--- src/rtl/rgbw_frame_dispatcher_if.sv ---
// Byte-in / frame-out bus between the SPI receiver side and rgbw_frame_dispatcher.
interface rgbw_frame_dispatcher_if #(
  parameter int N_CH   = 6,
  parameter int DATA_W = 8
);
  logic [DATA_W-1:0]      buffRx_spi;
  logic                   rdy;
  logic [N_CH*DATA_W-1:0] ch_data;
  logic [DATA_W-1:0]      mode_spi;
  logic                   frame_valid;
  logic                   frame_err;
  logic                   busy;

  modport master (output buffRx_spi, rdy,
                  input  ch_data, mode_spi, frame_valid, frame_err, busy);
  modport slave  (input  buffRx_spi, rdy,
                  output ch_data, mode_spi, frame_valid, frame_err, busy);
endinterface

--- src/rtl/rgbw_frame_dispatcher.sv ---
// Sync-hunting frame collector: shadow-buffers a mode byte plus N_CH channel bytes and commits atomically.
// Optional trailing XOR checksum byte is enabled by defining RGBW_DISP_CHECKSUM_EN.
module rgbw_frame_dispatcher #(
  parameter int                N_CH        = 6,
  parameter int                DATA_W      = 8,
  parameter logic [DATA_W-1:0] SYNC_BYTE   = 8'h55,
  parameter int                TIMEOUT_CYC = 1024
) (
  input logic                    clk,
  input logic                    reset,
  rgbw_frame_dispatcher_if.slave bus
);
  localparam int IDX_W = (N_CH > 1) ? $clog2(N_CH) : 1;
  localparam int TMO_W = $clog2(TIMEOUT_CYC + 1);
  localparam logic [IDX_W-1:0] LAST_IDX = IDX_W'(N_CH - 1);
  localparam logic [TMO_W-1:0] TMO_LAST = TMO_W'(TIMEOUT_CYC - 1);

  typedef enum logic [1:0] {
    ST_HUNT = 2'd0,
    ST_MODE = 2'd1,
`ifdef RGBW_DISP_CHECKSUM_EN
    ST_DATA = 2'd2,
    ST_CSUM = 2'd3
`else
    ST_DATA = 2'd2
`endif
  } state_e;

  state_e                 state_r, state_next_s;
  logic                   rdy_latch_r, rdy_prev_r;
  logic [DATA_W-1:0]      data_latch_r;
  logic                   accept_s, tmo_hit_s, commit_s, err_s;
  logic [IDX_W-1:0]       idx_r;
  logic [TMO_W-1:0]       tmo_r;
  logic [DATA_W-1:0]      shadow_r [N_CH];
  logic [DATA_W-1:0]      shadow_mode_r;
  logic [N_CH*DATA_W-1:0] commit_ch_s;
  logic [N_CH*DATA_W-1:0] ch_data_r;
  logic [DATA_W-1:0]      mode_r;
  logic                   frame_valid_r, frame_err_r, busy_r;
`ifdef RGBW_DISP_CHECKSUM_EN
  logic [DATA_W-1:0]      csum_r;

  function automatic logic [DATA_W-1:0] csum_step(input logic [DATA_W-1:0] acc,
                                                  input logic [DATA_W-1:0] b);
    return acc ^ b;
  endfunction
`endif

  assign accept_s  = rdy_latch_r & ~rdy_prev_r;
  assign tmo_hit_s = (state_r != ST_HUNT) && !accept_s && (tmo_r == TMO_LAST);

  // Input stage: resample the rdy level and byte so an edge is detected once per byte.
  always_ff @(posedge clk) begin
    if (!reset) begin
      rdy_latch_r  <= 1'b0;
      rdy_prev_r   <= 1'b0;
      data_latch_r <= '0;
    end else begin
      rdy_latch_r  <= bus.rdy;
      rdy_prev_r   <= rdy_latch_r;
      data_latch_r <= bus.buffRx_spi;
    end
  end

  // FSM state register.
  always_ff @(posedge clk) begin
    if (!reset) state_r <= ST_HUNT;
    else        state_r <= state_next_s;
  end

  // FSM next-state logic; timeout only fires when no byte arrives on the same edge.
  always_comb begin
    state_next_s = state_r;
    if (tmo_hit_s) begin
      state_next_s = ST_HUNT;
    end else if (accept_s) begin
      case (state_r)
        ST_HUNT: state_next_s = (data_latch_r == SYNC_BYTE) ? ST_MODE : ST_HUNT;
        ST_MODE: state_next_s = ST_DATA;
`ifdef RGBW_DISP_CHECKSUM_EN
        ST_DATA: state_next_s = (idx_r == LAST_IDX) ? ST_CSUM : ST_DATA;
        ST_CSUM: state_next_s = ST_HUNT;
`else
        ST_DATA: state_next_s = (idx_r == LAST_IDX) ? ST_HUNT : ST_DATA;
`endif
        default: state_next_s = ST_HUNT;
      endcase
    end else begin
      state_next_s = state_r;
    end
  end

  // FSM outputs: commit and error strobes for the current edge.
  always_comb begin
    commit_s = 1'b0;
    err_s    = 1'b0;
    case (state_r)
      ST_HUNT: begin
        commit_s = 1'b0;
        err_s    = 1'b0;
      end
      ST_MODE: err_s = tmo_hit_s;
      ST_DATA: begin
`ifdef RGBW_DISP_CHECKSUM_EN
        commit_s = 1'b0;
`else
        commit_s = accept_s && (idx_r == LAST_IDX);
`endif
        err_s    = tmo_hit_s;
      end
`ifdef RGBW_DISP_CHECKSUM_EN
      ST_CSUM: begin
        commit_s = accept_s && (data_latch_r == csum_r);
        err_s    = tmo_hit_s || (accept_s && (data_latch_r != csum_r));
      end
`endif
      default: begin
        commit_s = 1'b0;
        err_s    = 1'b0;
      end
    endcase
  end

  // Commit image: the byte arriving on the commit edge bypasses the shadow bank.
  always_comb begin
    commit_ch_s = '0;
    for (int i = 0; i < N_CH; i++) begin
      if ((state_r == ST_DATA) && (IDX_W'(i) == idx_r)) commit_ch_s[i*DATA_W +: DATA_W] = data_latch_r;
      else                                               commit_ch_s[i*DATA_W +: DATA_W] = shadow_r[i];
    end
  end

  // Inter-byte timeout counter, held clear while hunting.
  always_ff @(posedge clk) begin
    if (!reset)                                            tmo_r <= '0;
    else if (accept_s || (state_r == ST_HUNT) || tmo_hit_s) tmo_r <= '0;
    else                                                   tmo_r <= tmo_r + 1'b1;
  end

  // Shadow bank, channel index and running checksum.
  always_ff @(posedge clk) begin
    if (!reset || tmo_hit_s) begin
      for (int i = 0; i < N_CH; i++) shadow_r[i] <= '0;
      shadow_mode_r <= '0;
      idx_r         <= '0;
`ifdef RGBW_DISP_CHECKSUM_EN
      csum_r        <= '0;
`endif
    end else if (accept_s) begin
      if (state_r == ST_MODE) begin
        shadow_mode_r <= data_latch_r;
        idx_r         <= '0;
      end
      if (state_r == ST_DATA) begin
        shadow_r[idx_r] <= data_latch_r;
        if (idx_r != LAST_IDX) idx_r <= idx_r + 1'b1;
      end
`ifdef RGBW_DISP_CHECKSUM_EN
      if (state_r == ST_HUNT)                           csum_r <= '0;
      if ((state_r == ST_MODE) || (state_r == ST_DATA)) csum_r <= csum_step(csum_r, data_latch_r);
`endif
    end
  end

  // Registered frame outputs.
  always_ff @(posedge clk) begin
    if (!reset) begin
      ch_data_r     <= '0;
      mode_r        <= '0;
      frame_valid_r <= 1'b0;
      frame_err_r   <= 1'b0;
      busy_r        <= 1'b0;
    end else begin
      frame_valid_r <= commit_s;
      frame_err_r   <= err_s;
      busy_r        <= (state_next_s != ST_HUNT);
      if (commit_s) begin
        ch_data_r <= commit_ch_s;
        mode_r    <= shadow_mode_r;
      end
    end
  end

  assign bus.ch_data     = ch_data_r;
  assign bus.mode_spi    = mode_r;
  assign bus.frame_valid = frame_valid_r;
  assign bus.frame_err   = frame_err_r;
  assign bus.busy        = busy_r;
endmodule

--- src/flat_wrapper.sv ---
// flat-port wrapper written by rule: the top's interface ports become plain ports
module rgbw_frame_dispatcher_flat 
#(
  parameter int                N_CH        = 6,
  parameter int                DATA_W      = 8,
  parameter logic [DATA_W-1:0] SYNC_BYTE   = 8'h55,
  parameter int                TIMEOUT_CYC = 1024
)
  (clk, reset, bus_buffRx_spi, bus_rdy, bus_ch_data, bus_mode_spi, bus_frame_valid, bus_frame_err, bus_busy);
  rgbw_frame_dispatcher_if #(.N_CH(N_CH), .DATA_W(DATA_W)) bus_i ();
  input logic clk;
  input logic reset;
  input wire logic [$bits(bus_i.buffRx_spi)-1:0] bus_buffRx_spi;
  input wire logic [$bits(bus_i.rdy)-1:0] bus_rdy;
  output wire logic [$bits(bus_i.ch_data)-1:0] bus_ch_data;
  output wire logic [$bits(bus_i.mode_spi)-1:0] bus_mode_spi;
  output wire logic [$bits(bus_i.frame_valid)-1:0] bus_frame_valid;
  output wire logic [$bits(bus_i.frame_err)-1:0] bus_frame_err;
  output wire logic [$bits(bus_i.busy)-1:0] bus_busy;
  assign bus_i.buffRx_spi = bus_buffRx_spi;
  assign bus_i.rdy = bus_rdy;
  assign bus_ch_data = bus_i.ch_data;
  assign bus_mode_spi = bus_i.mode_spi;
  assign bus_frame_valid = bus_i.frame_valid;
  assign bus_frame_err = bus_i.frame_err;
  assign bus_busy = bus_i.busy;
  rgbw_frame_dispatcher #(.N_CH(N_CH), .DATA_W(DATA_W), .SYNC_BYTE(SYNC_BYTE), .TIMEOUT_CYC(TIMEOUT_CYC)) u_core (.clk(clk), .reset(reset), .bus(bus_i));
endmodule
--- config.mk ---
export PLATFORM = sky130hd
export DESIGN_NAME = rgbw_frame_dispatcher_flat
export DESIGN_NICKNAME = d
export VERILOG_FILES = /design/src/rtl/rgbw_frame_dispatcher_if.sv /design/src/rtl/rgbw_frame_dispatcher.sv /design/src/flat_wrapper.sv
export SDC_FILE = /design/constraint.sdc
export NUM_CORES = 1
export LEC_CHECK = 0
export CAP_MARGIN = 20
export CORE_MARGIN = 4
export CORE_UTILIZATION = 59
export DETAILED_ROUTE_END_ITERATION = 8
export PLACE_DENSITY = 0.95
export SETUP_SLACK_MARGIN = 0.1
export SYNTH_ARGS = -nofsm -noshare
export SYNTH_HDL_FRONTEND = slang
export SYNTH_SLANG_ARGS = --single-unit
--- constraint.sdc ---
create_clock -name clk -period 3.4 [get_ports clk]
set_clock_uncertainty 0.05 [all_clocks]
set_input_delay 0.85 -clock clk [delete_from_list [all_inputs] [get_ports clk]]
set_output_delay 0.85 -clock clk [all_outputs]
set_load 0.02 [all_outputs]
Word level (Yosys, flattened, before mapping)
Memory sizes are Yosys's and may differ from the RTL's. A register that Yosys moved wholly into a read port is not among the register bits.
Cells that the tools add are included.
{ "totals": {"inputBits": 11, "n_memories": 1, "output_inout_bits": 59, "ramBits": 48, "reg_bits": 45} }
{ "classes": {"n_reduce_logical": 22, "bitwise_logic": 3, "addsub": 2, "mux": 18, "n_eq_ne": 6} }
{ "memory_table": {"columns": ["name", "depth", "word_bits", "read_ports", "rd_clocked_by_memory_dff", "write_ports", "line", "rtl"], "rows": [
  ["u_core.shadow_r", 6, 8, 6, 6, 6, "rgbw_frame_dispatcher.sv:35", "logic [DATA_W-1:0] shadow_r [N_CH];"]
]} }
{ "op_table": {"columns": ["op", "n"], "rows": [
  ["two-way mux 3 bit", 4],
  ["adder 11 x 1 -> 11 bit (second input constant)", 1],
  ["== test 11 x 10 -> 1 bit (second input constant)", 1],
  ["two-way mux 1 bit", 9],
  ["== test 8 x 7 -> 1 bit (second input constant)", 1],
  ["logical NOT 1 bit", 8],
  ["two-way mux 8 bit", 1],
  ["OR reduction 8 bit", 1],
  ["two-way mux 2 bit", 3],
  ["case mux 2 bit (3 select lines)", 1],
  ["AND reduction 2 bit", 2],
  ["nonzero test 2 bit", 2],
  ["OR reduction 2 bit", 2],
  ["adder 3 x 1 -> 3 bit (second input constant)", 1],
  ["== test 3 bit (second input constant)", 1],
  ["logical AND 1 bit", 3],
  ["logical OR 1 bit", 3],
  ["inequality test 3 bit (second input constant)", 1],
  ["== test 2 x 1 -> 1 bit (second input constant)", 1],
  ["== test 2 bit (second input constant)", 1],
  ["logical NOT 2 bit", 1],
  ["inverter 1 bit", 2],
  ["AND 1 bit", 1]
]} }

Logic depth before layout (Yosys ltp)
{ "logic_depth": {"depth_word": 10, "ltp_mapped": 9} }

Least setup slack after synthesis
Ideal clock, no wire load.
{ "synth_path": {"path_kind": "input port to flip-flop", "start": "in reset", "end": "mem u_core.shadow_r[0][0], enable pin", "path_buffers": 1, "required_time_ps": 3016, "path_slack_ps": 1167, "cell_stages": 4, "setup_ps": 334, "arrival_ps": 1848, "cell_sequence": "buf_2 > nand3_1 > nor4_2 > nand2b_1"} }
{ "synth_lines": {"columns": ["element", "line", "rtl"], "rows": [
  ["start, declared", "flat_wrapper.sv:12", "input logic reset;"],
  ["end, declared", "rgbw_frame_dispatcher.sv:35", null]
]} }

==> results.txt <==
----------------------------------------------------
[Pwr]
  Net switching power ... 0.737 mW
  Leakage dissipation ... 2.38 nW
  Max VDD drop ... 297 uV
  Fraction of power spent switching nets ... 0.202
  Internal cell power ... 2.91 mW
  Combinational fraction of design power ... 0.017
  Power share of the sequential group ... 0.491
  Clk network pwr share ... 0.492
  Power Density ... 532 nW/um2

[Worst setup path]
  Arrival time of data at the critical path endpoint ... 2.62 ns
  Critical path data required time ... 3.48 ns
  Critical path fanouts, max ... 19
  Critical setup path kind ... flop to flop
  Kind of end point of the critical path ... flop
  Critical Path Source Type ... flop

[Logic synthesis]
  Synthesized flop and latch total ... 141
  Netlist area before placement ... 5520 um2
  Gate Count Post-Synth ... 534
  Post-synthesis adder-cell area fraction ... 0.0136
  Area fraction in compound gates after synthesis ... 0.124
  Register area share after synthesis ... 0.598
  Most used flip-flop cell after synthesis ... sky130_fd_sc_hd__dfxtp_1
  Number of flops mapped to enable cells by yosys ... 48
  Number of warnings printed during yosys synthesis ... 0
  Post-Synth Simple-Gate Area ... 0.220
  Syn avg cell area ... 10.3 um2
  Synth async-reset ratio ... 0
  Main combinational cell family by area after synthesis ... simple AND/OR/NAND/NOR gates
  Area share of xor/xnor cells in the synthesized design ... 0.0127
  Share of cell area taken by muxes after synthesis ... 0.00181
  Post-Synthesis Net Count ... 551
  Netlist cell types ... 46

[Clock tree]
  Number of buffers created by CTS ... 17
  Clock network latency to the later pin of the worst-skew pair ... 0.52 ns
  Clock root buffer master ... sky130_fd_sc_hd__clkbuf_8
  H-tree depth ... 4
  Clock input transition at the sequential cells of the worst setup and hold paths ... 0.06 ns
  Maximum root-to-sink buffer count ... 2
  Number of sinks on the clock net ... 141
  Hold-fix buffers at CTS ... 0
  Cells resized by post-CTS repair ... 0
  Post-CTS repair timing setup buffer count ... 0
  TritonCTS clock tree ... done

[Finish]
  Diode count ... 0
  Post-layout net count ... 616
  Share of cells above drive strength 1 ... 0.0949
  Signed area change from the synthesized netlist to the final layout ... 24.1%
  Fillers ... 552

[Floorplan]
  I/O pin total ... 70
  Floorplan die width ... 105 um
  Die Area ... 11000 um2
  Core footprint ... 9200 um2
  Die height ... 105 um
  Num rows ... 35
  Effective utilization at floorplan ... 0.601

[Timing]
  Final Hold Vio Count ... 0
  Fin Hold WS ... 0.401 ns
  Number of max-slew violations in the final report ... 0
  Highest Clock Rate ... 393 MHz
  Relative slew margins ... 0.285
  Actual transition at the worst max-transition pin ... 1.06 ns
  RSZ-0062 raised after global routing ... false
  Number of setup violations in the final report ... 0
  Final-layout setup total negative slack ... 0 ns
  Min cycle time layout ... 2.54 ns
  Final cycle utilization of the critical path ... 0.748

[Placement]
  DP HPWL ... 7540 um
  Buffers on Ports ... 69
  RD Place Congestion ... 0.850

[Routing]
  Residual DRC count ... 0
  Iter 0 DRT Violations ... 338
  Number of vias per cell after detailed routing ... 5.61
  Routed length per instance ... 16.6 um
  Detailed-router iteration count before antenna repair ... 5
  WL final ... 12000 um
  Routed vias ... 4052
  Routed Antenna Nets ... 0

[GRT]
  GR Util All Layers ... 0.225
  Number of antenna violations at the first check in global routing ... 0
  Leftover overflow at the end of global routing ... 0
  Via count of the first global-routing pass ... 3998
  Global-route wire length before repair ... 19500 um
  Maximum number of pins on one net before global-route repair ... 70

[Worst hold path]
  Hold WC Path Type ... flop to flop

[Job]
  Number of max-cap violations ... 0

[Run status]
  Status ... finished clean

----------------------------------------------------
[power by group through the flow]
stage	Clock, mW	Sequential, mW	Combinational (mW)
after floorplan	0	1.81	0.0449
after global placement	0	1.82	0.0594
after detailed placement	0	1.82	0.0621
final	1.79	1.79	0.0627
after CTS	1.80	1.79	0.0630
after global routing	1.88	1.79	0.0680
[flip-flops by register name (all words and copies together), names as in the netlist]
name and count:
u_core.tmo_r 11, u_core.rdy_latch_r 1, u_core.bus.frame_err 1, u_core.rdy_prev_r 1
u_core.bus.ch_data 48, u_core.idx_r 3, u_core.state_r 2, u_core.data_latch_r 8
u_core.bus.mode_spi 8, u_core.bus.busy 1, u_core.shadow_r 48, u_core.shadow_mode_r 8
u_core.bus.frame_valid 1
[cell type report]
cell class / instances / area [um2] / area share
clock buffer: 23 / 510 / 0.0745
timing repair buffer: 74 / 736 / 0.107
tap: 111 / 139 / 0.0203
sequential: 141 / 3300 / 0.482
multi-input combinational: 359 / 2060 / 0.301
clock inverter: 8 / 76.3 / 0.0111
inverter: 6 / 22.5 / 0.00329
[layer usage]
| metal | vias to the layer above | share of wire | track usage |
|---|---|---|---|
| li1 | 1914 | - | - |
| met1 | 1931 | 0.40 | 0.258 |
| met2 | 157 | 0.50 | 0.376 |
| met3 | 50 | 0.057 | 0.0562 |
| met4 | 0 | 0.043 | 0.138 |
| met5 | - | 0 | 0 |
[Yosys cell counts (5+ instances only)]
library cell	number	area, um2
sky130_fd_sc_hd__a21boi_0	17	128
sky130_fd_sc_hd__a21boi_1	31	233
sky130_fd_sc_hd__a21oi_1	18	90.1
sky130_fd_sc_hd__a21oi_2	7	61.3
sky130_fd_sc_hd__and2_1	64	400
sky130_fd_sc_hd__buf_2	13	65.1
sky130_fd_sc_hd__clkbuf_1	10	37.5
sky130_fd_sc_hd__dfxtp_1	93	1860
sky130_fd_sc_hd__edfxtp_1	48	1440
sky130_fd_sc_hd__ha_1	6	75.1
sky130_fd_sc_hd__inv_1	6	22.5
sky130_fd_sc_hd__nand2_1	114	428
sky130_fd_sc_hd__nand3_1	14	70.1
sky130_fd_sc_hd__nor2_1	20	75.1
sky130_fd_sc_hd__nor2_2	5	31.3
sky130_fd_sc_hd__o21ai_0	20	100
[path summary, 6_finish.rpt]
kind                                       from                                  end  slack, ns  cells after the start
min reg2reg  u_core.bus.ch_data[6]$_SDFFE_PN0P_   u_core.bus.ch_data[6]$_SDFFE_PN0P_       0.40                      2
min          u_core.bus.ch_data[6]$_SDFFE_PN0P_   u_core.bus.ch_data[6]$_SDFFE_PN0P_       0.40                      2
max               u_core.rdy_latch_r$_SDFF_PN0_  u_core.shadow_r[4][0]$_SDFFCE_PN0P_       0.86                      6
max reg2reg       u_core.rdy_latch_r$_SDFF_PN0_  u_core.shadow_r[4][0]$_SDFFCE_PN0P_       0.86                      6
[metrics by stage]
stage / instance area [um2] / power, mW / worst slack [ns] / utilization / cells
after floorplan: 5520 / 1.86 / 1.17 / - / 534
final: 6850 / 3.64 / 0.858 / 0.745 / 722
after global routing: 6850 / 3.74 / 0.759 / 0.745 / 722
after global placement: 6260 / 1.88 / 1.03 / 0.681 / 691
after detailed placement: 6260 / 1.88 / 0.887 / 0.681 / 691
after CTS: 6850 / 3.65 / 0.933 / 0.745 / 722
[worst max-delay path, stage by stage (launching register included)]
cell and delay [ns]:
sky130_fd_sc_hd__dfxtp_1 0.40, sky130_fd_sc_hd__and2b_1 0.15, sky130_fd_sc_hd__buf_4 0.22, sky130_fd_sc_hd__nor3_2 0.08, sky130_fd_sc_hd__and2_1 0.27, sky130_fd_sc_hd__nor2b_1 0.45
sky130_fd_sc_hd__o21ai_0 0.53
[cells in the final DEF, fill, tap and decap left out, drive strengths merged, types with 7 or more instances in the layout]
master	n
a21boi	48
a21oi	25
and2	64
clkbuf	23
clkdlybuf4s50	68
dfxtp	93
edfxtp	48
inv	7
nand2	115
nand3	14
nor2	25
o21ai	21
[cell families after synthesis]
| logic type | Yosys count |
|---|---|
| adders and majority gates | 6 |
| xor gates and xnor gates | 8 |
| muxes | 1 |
| and+or+nand+nor | 243 |
| DFF | 141 |
| AOI/OAI and AO/OA | 101 |
| buffers and inverters | 34 |
Note: power is estimated with default switching activity, not from simulation.
